===== config.mk =====
export PLATFORM = sky130hd
export DESIGN_NAME = hax_elevator_scheduler
export DESIGN_NICKNAME = d
export VERILOG_FILES = /design/src/rtl/hax_elevator_scheduler.sv
export SDC_FILE = /design/constraint.sdc
export NUM_CORES = 1
export LEC_CHECK = 0
export BUFFER_PORTS_ARGS = -buffer_cell sky130_fd_sc_hd__buf_2
export CORE_ASPECT_RATIO = 0.8
export CORE_MARGIN = 4
export CORE_UTILIZATION = 49
export CTS_BUF_LIST = sky130_fd_sc_hd__clkbuf_4 sky130_fd_sc_hd__clkbuf_8 sky130_fd_sc_hd__clkbuf_16
export DETAILED_ROUTE_END_ITERATION = 8
export GPL_TIMING_DRIVEN = 0
export PLACE_DENSITY = 0.75
export SLEW_MARGIN = 20
export SYNTH_ARGS = -nofsm -noshare
export SYNTH_HDL_FRONTEND = slang
export SYNTH_SLANG_ARGS = --single-unit

===== constraint.sdc =====
create_clock -name CLOCK_50 -period 7 [get_ports CLOCK_50]
set_input_delay 0.7 -clock CLOCK_50 [delete_from_list [all_inputs] [get_ports CLOCK_50]]
set_output_delay 0.7 -clock CLOCK_50 [all_outputs]
set_load 0.03 [all_outputs]

===== src/rtl/hax_elevator_scheduler.sv =====
// SCAN elevator call scheduler: collects floor calls into a pending bitmap and
// dispatches one target at a time to the car datapath with a door-dwell pause.
module hax_elevator_scheduler #(
    parameter int unsigned NUM_FLOORS   = 10,
    parameter int unsigned DWELL_CYCLES = 5
) (
    input  logic                  CLOCK_50,
    input  logic                  resetn,
    input  logic                  req_valid,
    input  logic [3:0]            req_floor,
    input  logic [3:0]            cur_floor,
    input  logic                  arrived,
    input  logic                  target_ready,
    output logic                  target_valid,
    output logic [3:0]            target_floor,
    output logic                  busy,
    output logic                  dir_up,
    output logic                  dir_down,
    output logic [NUM_FLOORS-1:0] pending
);

    localparam int unsigned FLOOR_W = 4;
    localparam int unsigned CNT_W   = (DWELL_CYCLES > 1) ? $clog2(DWELL_CYCLES) : 1;

    typedef enum logic [1:0] {IDLE, ISSUE, TRAVEL, DWELL} state_t;

    state_t                state_q, state_d;
    logic [NUM_FLOORS-1:0] pending_q, pending_d;
    logic [FLOOR_W-1:0]    target_q, target_d;
    logic [CNT_W-1:0]      cnt_q, cnt_d;
    logic                  dir_reg_q, dir_reg_d;
    logic                  tvalid_q, tvalid_d;
    logic                  busy_q, busy_d;
    logic                  dir_up_q, dir_up_d;
    logic                  dir_down_q, dir_down_d;

    logic                  pend_hit, req_ok;
    logic                  up_found, dn_found, sel_dir;
    logic [FLOOR_W-1:0]    up_floor, dn_floor, sel_floor;

    // Priority search: nearest pending floor above and below the car.
    always_comb begin
        pend_hit = 1'b0;
        up_found = 1'b0;
        up_floor = '0;
        dn_found = 1'b0;
        dn_floor = '0;
        for (int i = 0; i < int'(NUM_FLOORS); i++) begin
            if (pending_q[i] && FLOOR_W'(i) == req_floor) pend_hit = 1'b1;
            if (pending_q[i] && FLOOR_W'(i) < cur_floor) begin
                dn_found = 1'b1;
                dn_floor = FLOOR_W'(i);
            end
        end
        for (int i = int'(NUM_FLOORS) - 1; i >= 0; i--) begin
            if (pending_q[i] && FLOOR_W'(i) > cur_floor) begin
                up_found = 1'b1;
                up_floor = FLOOR_W'(i);
            end
        end
        req_ok = req_valid && (32'(req_floor) < NUM_FLOORS) && (req_floor != cur_floor) && !pend_hit;
    end

    // SCAN choice; falls back to the current floor if that is the only call left.
    always_comb begin
        sel_floor = cur_floor;
        sel_dir   = dir_reg_q;
        if (dir_reg_q) begin
            if (up_found) begin
                sel_floor = up_floor;
            end else if (dn_found) begin
                sel_floor = dn_floor;
                sel_dir   = 1'b0;
            end
        end else begin
            if (dn_found) begin
                sel_floor = dn_floor;
            end else if (up_found) begin
                sel_floor = up_floor;
                sel_dir   = 1'b1;
            end
        end
    end

    always_comb begin
        state_d   = state_q;
        pending_d = pending_q;
        target_d  = target_q;
        cnt_d     = cnt_q;
        dir_reg_d = dir_reg_q;

        for (int i = 0; i < int'(NUM_FLOORS); i++) begin
            if (req_ok && FLOOR_W'(i) == req_floor) pending_d[i] = 1'b1;
        end

        case (state_q)
            IDLE: begin
                if (|pending_q) begin
                    target_d  = sel_floor;
                    dir_reg_d = sel_dir;
                    state_d   = ISSUE;
                end
            end
            ISSUE: begin
                if (target_ready) state_d = TRAVEL;
            end
            TRAVEL: begin
                if (arrived && cur_floor == target_q) begin
                    // Arrival clear is applied after the request set so it wins.
                    for (int i = 0; i < int'(NUM_FLOORS); i++) begin
                        if (FLOOR_W'(i) == target_q) pending_d[i] = 1'b0;
                    end
                    cnt_d   = CNT_W'(DWELL_CYCLES - 1);
                    state_d = DWELL;
                end
            end
            DWELL: begin
                if (cnt_q == '0) begin
                    if (|pending_q) begin
                        target_d  = sel_floor;
                        dir_reg_d = sel_dir;
                        state_d   = ISSUE;
                    end else begin
                        state_d = IDLE;
                    end
                end else begin
                    cnt_d = cnt_q - CNT_W'(1);
                end
            end
            default: state_d = IDLE;
        endcase

        tvalid_d   = (state_d == ISSUE);
        busy_d     = (state_d != IDLE);
        dir_up_d   = (state_d == ISSUE || state_d == TRAVEL) && (target_d > cur_floor);
        dir_down_d = (state_d == ISSUE || state_d == TRAVEL) && (target_d < cur_floor);
    end

    always_ff @(posedge CLOCK_50) begin
        if (!resetn) begin
            state_q    <= IDLE;
            pending_q  <= '0;
            target_q   <= '0;
            cnt_q      <= '0;
            dir_reg_q  <= 1'b1;
            tvalid_q   <= 1'b0;
            busy_q     <= 1'b0;
            dir_up_q   <= 1'b0;
            dir_down_q <= 1'b0;
        end else begin
            state_q    <= state_d;
            pending_q  <= pending_d;
            target_q   <= target_d;
            cnt_q      <= cnt_d;
            dir_reg_q  <= dir_reg_d;
            tvalid_q   <= tvalid_d;
            busy_q     <= busy_d;
            dir_up_q   <= dir_up_d;
            dir_down_q <= dir_down_d;
        end
    end

    assign target_valid = tvalid_q;
    assign target_floor = target_q;
    assign busy         = busy_q;
    assign dir_up       = dir_up_q;
    assign dir_down     = dir_down_q;
    assign pending      = pending_q;

endmodule

==> flow_summary.ini <==
[status]
status = complete, no violations

[clock_tree]
cts_tree = yes
cts.sinks = 24
numCtsBuffers = 3
path_clk_slew_ps = 90
clockBufferDepth = 2
root_buffer = clkbuf_8
htreeDepth = 1
cts-resized-gates = 0
clkLatencyLatePin_ps = 270
cts_setup_buffers = 0
ctsHoldBuffers = 0

[timing]
fin_crit_ps = 3370
holdWs_ps = 457
max_slew_margin_pct = 63.4
slew_violations = 0
fin_crit_sh_pct = 48.2
worst_pin_slew_ps = 549
max_freq_mhz = 297
tns_ps = 0
skew_ps = 4.57
hold_viol = 0
rsz0062_at_grt = no
finalSetupViolations = 0

[layout]
layout_common_cells = nor2_1, buf_2, o21ai_0, a21oi_1, dfxtp_1
mostFrequentLayoutCell = nor2_1
diodes = 0
area_delta_synth_final_pct = 12.3
drive_gt1_share_pct = 15.5
nets = 361
fin_util_pct = 58.3
finalNonFillerCells = 392

[worst_setup_path]
cpMaxStageDelayCell = buf_1
cp_top_family = buffers and inverters
rr_worst_depth = 12
worstPathArrival_ps = 3560
cp-startpoint = cur_floor[3]
start_kind = input pin
critPathKind = in -> reg
cp_num_cells = 14
slowest_delay_ps = 420
timing.rr.end = dir_down$_SDFF_PN0_
critical_path_buf_inv_count = 3
critical_path.max_fanout = 10
path_cells = clkbuf_1 -> clkbuf_1 -> buf_1 -> a21oi_1 -> a21oi_1 -> nor2_1 -> or4_1 -> a22o_1 -> nand2_1 -> ha_1 -> nand3_1 -> o22ai_1 -> nor2_1 -> nor3b_1
rrSetupSlack_ps = 3920
cp-end-kind = flip-flop
worst_ep_required_time_ps = 7190
reg2reg_from = pending[6]$_SDFF_PN0_

[synth]
synthesis.nets = 330
synth_xor_area_share_pct = 3.15
synth_top_family_by_area = compound AO/OA/AOI/OAI gates
yosys-top-cells-area = dfxtp_1, ha_1, nor2_1, a21oi_1, o21ai_0
synth_edf_count = 0
ys_seq_area_share_pct = 21.6
yosys.area_share.simple_pct = 26.9
yosysTopAreaCell = dfxtp_1
synthMuxAreaShare_pct = 3.10
syn_avg_cell_area_um2 = 7.29
yosys.area_share.adder_pct = 6.76
synthDominantCellAreaShare_pct = 21.6
synth_cell_types = 61
synthArstFlopShare_pct = 0
netlist_instances = 305
ys.flop_type = dfxtp_1
syn_area_um2 = 2220
ys_ff_latch = 24
synth-compound-area-share_pct = 31.0
yosysWarnings = 0

[route]
drc_errors = 0
vias = 2410
finalWirelength_um = 6300
final_antenna_net_count = 0
drtIter0Drc = 232
viasPerCell = 6.15
routedWlPerCell_um = 16.1
drtPass1Iterations = 5

[worst_hold_path]
hold_start = cnt_q[0]$_SDFFE_PN0P_
hold_end = cnt_q[0]$_SDFFE_PN0P_
whs_path_depth = 2
hp-class = reg -> reg

[place]
dp.cells = 388
io_buffers = 26
gp_congestion = 0.966
place_hpwl_um = 4820

[pwr]
pwr-share-clk_pct = 25.5
sw_frac_of_total_pct = 37.5
intPower_uw = 304
power_leakage_uw = 0.00101
p_per_area_nw_per_um2 = 195
ir_drop_mv = 0.119
switchingPower_uw = 183
power_frac_comb_pct = 40.9
pwr-share-seq_pct = 33.6
total_power_uw = 487

[global_route]
grt_max_degree = 15
overflow = 0
grt_pass1_wl_um = 9920
grt_pass1_vias = 2110
track_usage_pct = 21.4
antenna_found_initial = 0

[floorplanning]
io-pin-count = 31
row_count = 21
die_h_um = 68.2
dieArea_um2 = 5680
fp.coreArea_um2 = 4280
die_w_um = 83.3
initial_core_util_pct = 51.9

[job]
maxCapViolations = 0
## cells in the mapped netlist, types with 3 or more instances
cell type	count
a21oi_1	24
and2_1	6
nand3b_1	4
nor2_1	33
nand3_1	4
nor4_1	5
inv_1	20
nand2b_1	4
nor3b_1	5
ha_1	12
clkbuf_1	16
a211oi_1	3
nand2_1	21
dfxtp_1	24
or2_2	4
or3b_2	3
xor2_1	4
a31oi_1	5
o31ai_1	4
o21ai_0	24
o221a_2	5
nor3_1	9
nor2b_1	5
xnor2_1	4
o2bb2ai_1	5
o21a_1	5
## tightest hold or removal path, stage by stage (launching register included)
cell and delay [ps]:
dfxtp_1 320, nand2_1 50, a21oi_1 50
## per-stage QoR
| stage | area (um2) | setup WS [ps] |
|---|---|---|
| floorplan | 2220 | 3910 |
| global placement | 2420 | 3430 |
| detailed placement | 2420 | 3380 |
| CTS | 2490 | 3650 |
| global route | 2490 | 3430 |
| finish | 2490 | 3630 |
## power groups by stage
| stage | Clock [uW] | Sequential (uW) | Combinational, uW |
|---|---|---|---|
| floorplan | 0 | 183 | 133 |
| global placement | 0 | 166 | 193 |
| detailed placement | 0 | 167 | 196 |
| CTS | 126 | 163 | 197 |
| global route | 133 | 166 | 220 |
| finish | 124 | 164 | 199 |
## cell type report
cell class,instances,area (um2)
buffer,20,91.3
clock buffer,3,41.3
clock inverter,1,30.0
fill,411,1790
inverter,20,75.1
multi-input combinational,241,1580
sequential,24,480
tap,57,71.3
timing repair buffer,26,130
## cells by family (layout without fill, tap and decap cells)
family                     after synthesis  count (layout)
AOI/OAI and AO/OA                      102             102
xor gates and xnor gates                 8               8
adders and majority gates               12              12
buffers and inverters                   40              70
DFF                                     24              24
muxes                                    5               5
and+or+nand+nor                        114             114
## metal layers
metal,GRT usage [%],vias to the layer above,part of all wire [%]
li1,-,1171,-
met1,29.1,1127,46
met2,36.7,104,45
met3,3.73,8,7.4
met4,3.27,0,0.60
met5,0,-,0
## state kept, by name (all words and copies together), names as in the netlist
register,cells
busy,1
state_q,2
target_valid,1
pending,10
dir_down,1
target_floor,4
dir_reg_q,1
dir_up,1
cnt_q,3
## worst max-delay path by stage
stage                          endpoint  slack [ps]
CTS                 dir_down$_SDFF_PN0_        3650
detailed placement  dir_down$_SDFF_PN0_        3380
floorplan             dir_up$_SDFF_PN0_        3910
global placement      dir_up$_SDFF_PN0_        3430
global route        dir_down$_SDFF_PN0_        3430
finish              dir_down$_SDFF_PN0_        3630
(Power assumes the default switching activity.)
